## src/rtl/interrupt_ctrl.sv

```systemverilog
// Machine-mode interrupt sequencer: arbitrates enabled pending interrupts, drives CSR trap strobes,
// and flushes/redirects fetch on trap entry and mret. Define INTCTRL_VECTORED_EN for vectored mtvec mode.
module interrupt_ctrl #(
    parameter int unsigned DATA_WIDTH = 32
) (
    input  logic                  clk_i,
    input  logic                  rst_i,
    input  logic                  mstatus_ie_i,
    input  logic                  mie_external_i,
    input  logic                  mie_timer_i,
    input  logic                  mie_software_i,
    input  logic                  mip_external_i,
    input  logic                  mip_timer_i,
    input  logic                  mip_software_i,
    input  logic [DATA_WIDTH-1:0] mtvec_i,
    input  logic [DATA_WIDTH-1:0] mepc_i,
    input  logic [DATA_WIDTH-1:0] pc_i,
    input  logic                  pc_valid_i,
    input  logic                  mret_i,
    output logic                  interrupt_type_o,
    output logic                  cause_we_o,
    output logic [3:0]            cause_o,
    output logic                  epc_we_o,
    output logic [DATA_WIDTH-1:0] epc_o,
    output logic                  mstatus_ie_clear_o,
    output logic                  mstatus_ie_set_o,
    output logic                  flush_o,
    output logic                  redirect_o,
    output logic [DATA_WIDTH-1:0] redirect_pc_o,
    output logic                  busy_o
);

    typedef enum logic [1:0] {
        IDLE,
        TRAP,
        JUMP,
        MRET
    } state_t;

    state_t                  state_q, state_d;
    logic [3:0]              cause_q, cause_d;
    logic [DATA_WIDTH-1:0]   pc_q, pc_d;
    logic                    ext, sw, tim, take_irq;
    logic [3:0]              win_code;
    logic [DATA_WIDTH-1:0]   trap_base;

    assign ext      = mip_external_i & mie_external_i;
    assign sw       = mip_software_i & mie_software_i;
    assign tim      = mip_timer_i & mie_timer_i;
    assign take_irq = mstatus_ie_i & pc_valid_i & (ext | sw | tim);

    // Fixed priority: external > software > timer.
    always_comb begin
        win_code = 4'd7;
        if (ext) begin
            win_code = 4'd11;
        end else if (sw) begin
            win_code = 4'd3;
        end
    end

    assign trap_base = {mtvec_i[DATA_WIDTH-1:2], 2'b00};

    always_ff @(posedge clk_i or posedge rst_i) begin
        if (rst_i) begin
            state_q <= IDLE;
            cause_q <= '0;
            pc_q    <= '0;
        end else begin
            state_q <= state_d;
            cause_q <= cause_d;
            pc_q    <= pc_d;
        end
    end

    always_comb begin
        state_d = state_q;
        cause_d = cause_q;
        pc_d    = pc_q;
        unique case (state_q)
            IDLE: begin
                if (take_irq) begin
                    state_d = TRAP;
                    cause_d = win_code;
                    pc_d    = pc_i;
                end else if (mret_i && pc_valid_i) begin
                    state_d = MRET;
                end
            end
            TRAP:    state_d = JUMP;
            JUMP:    state_d = IDLE;
            MRET:    state_d = IDLE;
            default: state_d = IDLE;
        endcase
    end

`ifndef INTCTRL_VECTORED_EN
    logic unused_mtvec_mode;
    assign unused_mtvec_mode = &{1'b0, mtvec_i[1:0]};
`endif

    always_comb begin
        interrupt_type_o   = 1'b0;
        cause_we_o         = 1'b0;
        cause_o            = '0;
        epc_we_o           = 1'b0;
        epc_o              = '0;
        mstatus_ie_clear_o = 1'b0;
        mstatus_ie_set_o   = 1'b0;
        flush_o            = 1'b0;
        redirect_o         = 1'b0;
        redirect_pc_o      = '0;
        busy_o             = 1'b0;
        unique case (state_q)
            TRAP: begin
                interrupt_type_o   = 1'b1;
                cause_we_o         = 1'b1;
                cause_o            = cause_q;
                epc_we_o           = 1'b1;
                epc_o              = pc_q;
                mstatus_ie_clear_o = 1'b1;
                flush_o            = 1'b1;
                busy_o             = 1'b1;
            end
            JUMP: begin
                redirect_o = 1'b1;
                busy_o     = 1'b1;
`ifdef INTCTRL_VECTORED_EN
                if (mtvec_i[1:0] == 2'b01) begin
                    redirect_pc_o = trap_base + (DATA_WIDTH'(cause_q) << 2);
                end else begin
                    redirect_pc_o = trap_base;
                end
`else
                redirect_pc_o = trap_base;
`endif
            end
            MRET: begin
                mstatus_ie_set_o = 1'b1;
                flush_o          = 1'b1;
                redirect_o       = 1'b1;
                redirect_pc_o    = mepc_i;
                busy_o           = 1'b1;
            end
            default: ;
        endcase
    end

endmodule

```

## config.mk

```make
export PLATFORM = sky130hd
export DESIGN_NAME = interrupt_ctrl
export DESIGN_NICKNAME = d
export VERILOG_FILES = /design/src/rtl/interrupt_ctrl.sv
export SDC_FILE = /design/constraint.sdc
export NUM_CORES = 1
export LEC_CHECK = 0
export ABC_AREA = 1
export CORE_ASPECT_RATIO = 1.4
export CORE_MARGIN = 8
export CORE_UTILIZATION = 34
export CTS_CLUSTER_DIAMETER = 120
export DETAILED_ROUTE_END_ITERATION = 6
export PLACE_DENSITY = 0.81
export SKIP_CTS_REPAIR_TIMING = 1
export SYNTH_ARGS = -nofsm -noshare
export SYNTH_HDL_FRONTEND = slang
export SYNTH_SLANG_ARGS = --single-unit
```

## constraint.sdc

```tcl
create_clock -name clk_i -period 2.2 [get_ports clk_i]
set_input_delay 0.66 -clock clk_i [delete_from_list [all_inputs] [get_ports clk_i]]
set_output_delay 0.66 -clock clk_i [all_outputs]
set_load 0.05 [all_outputs]
```

; ---- After elaboration in Yosys (flattened, before gate mapping)
; Index checks and enable logic that the tools add are counted.
[classes]
n_bitwise = 7
mul = 0
n_reduce_logical = 6
magnitude_cmp = 0
n_addsub = 0
n_eq_ne = 4
n_div = 0
shift = 0
muxes = 13
[ops]
columns = operator, n
row1 = $pmux 32 s2, 1
row2 = $mux 32, 1
row3 = $mux 4, 2
row4 = $pmux 2 s3, 1
row5 = $and 1x1->1, 5
row6 = $mux 1, 5
row7 = $eq 2x2->1 const B, 2
row8 = $mux 2, 2
row9 = $reduce_or 2->1, 2
row10 = $mux 3, 1
row11 = $ne 3x3->1 const B, 1
row12 = $reduce_or 3->1, 1
row13 = $eq 2x1->1 const B, 1
row14 = $logic_not 2->1, 1
row15 = $or 1x1->1, 2
row16 = $reduce_and 2->1, 1
row17 = $logic_and 1x1->1, 1
[totals]
reg_bits = 38
mem_bits_ro = 0
out_inout_bits = 76
latch_bits = 0
in_bits = 107
ramBits = 0
n_memories = 0
wordCells = 33

; ---- Depth between registers and ports, before layout
[depth]
ltp_word = 6
mapped_depth = 6
depth_no_buf = 5

; ---- Worst setup path before layout
; Ideal clock, no wire load.
[synth_timing]
path_type = register -> output
startpoint = register state_q[0]
endpoint = output port cause_o[1]
arrival_time_ns = 2.203
path_stages_with_launch = 7
path_slack_ns = -0.663
n_path_buf = 2
t_required_ns = 1.540
cell_sequence = dfrtp_1 > inv_2 > nor2_4 > inv_2 > buf_6 > nor2_1 > buf_4
[synth_via]
elab_chain_cells = 2
[synth_rtl]
columns = item, line_no
row1 = start: declaration, 40  ; state_t state_q, state_d;
row2 = start signal: assignment, 70  ; state_q <= state_d;
row3 = $eq 2x1->1, 114  ; unique case (state_q)
row4 = $mux 4, 114
row5 = end: declaration, 22  ; output logic [3:0] cause_o,
; Every way passes these cells.

; ---- Worst setup path in the final report
[layout_timing]
startpoint = input port mtvec_i[5]
endpoint = output port redirect_pc_o[5]
[layout_via]
elab_chain_cells = 1
[layout_rtl]
columns = item, line_no
row1 = start: declaration, 15  ; input logic [DATA_WIDTH-1:0] mtvec_i,
row2 = $pmux 32 s2, 114
row3 = end: declaration, 29  ; output logic [DATA_WIDTH-1:0] redirect_pc_o,
; Every way passes these cells.

==> flow_summary.json <==
{
  "grt_max_degree": 38,
  "fin_skew_ps": 5.45,
  "gp_congestion": 0.813,
  "synth_seq_cells": 37,
  "cts_buffers": 5,
  "die_w_um": 86.9,
  "port_buffers": 180,
  "cellLeakagePower_nw": 2.36,
  "drt_iter0_markers": 143,
  "worstMarginPinSlew_ps": 483,
  "vdd_drop_max_mv": 0.515,
  "cts-root-buf": "clkbuf_8",
  "drv_slew": 0,
  "dieHeight_um": 115,
  "path_max_fanout": 1,
  "h-tree-depth": 2,
  "synth_cell_types": 18,
  "dp_hpwl_mm": 8.37,
  "cts.sink_count": 37,
  "synth.cell_area_sq_um": 2390,
  "cp-end-kind": "output port",
  "setup_slack_ps": -4.25,
  "vias": 2977,
  "clk_latency_ps": 280,
  "clock.fmax_mhz": 454,
  "finish.utilization": 0.702,
  "antenna_found_initial": 1,
  "rows": 36,
  "placed_area_sq_um": 4680,
  "grt_pass1_wl_mm": 15.8,
  "cts_tree": "done",
  "arrival_ps": 1540,
  "track_usage": 0.202,
  "cp.required_ps": 1540,
  "io_pins": 183,
  "drv_cap": 0,
  "post-place-ws_ps": 15.3,
  "clk_transition_reported_paths_ps": 70,
  "netlist_instances": 360,
  "grt_pass1_vias": 3020,
  "drc": 0,
  "worstHoldEndpoint": "pc_q[26]",
  "r2r_cells": 6,
  "via_per_inst": 4.76,
  "power_mw": 3.71,
  "syn_to_final_growth_pct": 103,
  "rsz0062_at_grt": "true",
  "start_util": 0.347,
  "syn_nets": 467,
  "seq_area_frac_synth": 0.387,
  "layout_commonest_cell": "nand2_1",
  "finish.instance_area_sq_um": 4840,
  "grt-ovfl-total": 0,
  "wl_per_cell_um": 16.9,
  "final_cell_mix": "nand2_1, clkdlybuf4s50_1, buf_4",
  "dr.pass1.iters": 4,
  "finalCriticalPeriod_ps": 2200,
  "hp-start": "pc_q[26]",
  "min_path_type": "reg2reg",
  "r2r_start": "state_q[0]",
  "routed_wl_mm": 10.6,
  "worst-setup-path-type": "in2out",
  "synth_area_per_cell_sq_um": 6.64,
  "violations": "setup timing",
  "relSlewSlack": 0.678,
  "cts_buffer_depth": 2,
  "outcome": "finished with violations",
  "min_path_cells": 2,
  "r2r_slack_ps": 390,
  "setup-violations-final": 1,
  "cellPowerDensity_nw_per_um2": 766,
  "fin_crit_sh": 1.00,
  "core_area_sq_um": 6890,
  "antenna_left": 0,
  "critPathLaunchType": "input port",
  "hold_viol": 0,
  "rr_endpoint": "pc_q[31]",
  "layout.nets": 636,
  "dieArea_sq_um": 10000,
  "drive_gt1_frac": 0.264,
  "ys_warn_count": 0
}
==> cell type report <==
| type | instances | area (sq um) |
|---|---|---|
| clock inverters | 1 | 5.00 |
| diodes | 1 | 2.50 |
| inverters | 46 | 180 |
| fillers | 553 | 2050 |
| multi-input cells | 246 | 1280 |
| repair buffers | 193 | 2230 |
| well taps | 95 | 119 |
| flip-flops and latches | 37 | 928 |
| clock buffers | 7 | 96.3 |
==> where the power goes <==
group          switching (mW)  leakage (nW)  internal, mW  total [mW]
Combinational            1.31          1.84         0.856        2.17
Clock                   0.236        0.0542         0.283       0.519
Sequential              0.125         0.459         0.898        1.02
Total                    1.67          2.36          2.04        3.71
==> cell families (layout without fill, tap and decap cells) <==
kind of cell / Yosys count / in the layout / share of synthesized area
other: 0 / 1 / 0
AO/OA/AOI/OAI: 1 / 1 / 0.00209
buffers and inverters: 77 / 247 / 0.146
flip-flops: 37 / 37 / 0.387
AND/OR/NAND/NOR: 245 / 245 / 0.465
==> worst max path at each step <==
| stage | to | slack [ps] | start | depth (start not counted) |
|---|---|---|---|---|
| finish | redirect_pc_o[5] | -4 | mtvec_i[5] | 4 |
| global route | epc_o[3] | -40 | state_q[0] | 5 |
| CTS | epc_o[3] | -240 | state_q[0] | 5 |
| detailed placement | redirect_pc_o[7] | 20 | mtvec_i[7] | 4 |
| global placement | redirect_pc_o[21] | 9 | mtvec_i[21] | 4 |
| floorplan | cause_o[1] | -100 | state_q[0] | 6 |
==> sequential cells by signal, summed over array words and instances (netlist names) <==
signal   count
cause_q      3
pc_q        32
state_q      2
==> metal layers <==
metal	GRT usage	vias up	routed length, um
met5	0	-	0
met4	0.0727	0	280
met3	0.104	22	1600
met2	0.337	158	5050
met1	0.213	1352	3630
li1	-	1445	-
==> worst max-delay path, cell delays in order <==
cell	delay (ps)
clkdlybuf4s50_1	460
nand3_1	80
nand2_1	180
buf_12	160
==> stage by stage <==
stage	TNS (ps)	instances	hold slack [ps]
CTS	-8620	624	477
global placement	0	616	453
finish	-4.25	626	471
detailed placement	0	616	458
floorplan	-669	360	442
global route	-309	626	489
==> synthesized netlist by cell type, drive strengths merged <==
cell type,n,area (sq um)
nand2,139,522
inv,46,173
nor2,40,199
dfrtp,37,926
nand4,34,213
nand3,32,178
buf,21,138
clkbuf,10,37.5
o21ai,1,5.00
No activity file was read; power rests on OpenSTA's default activity.
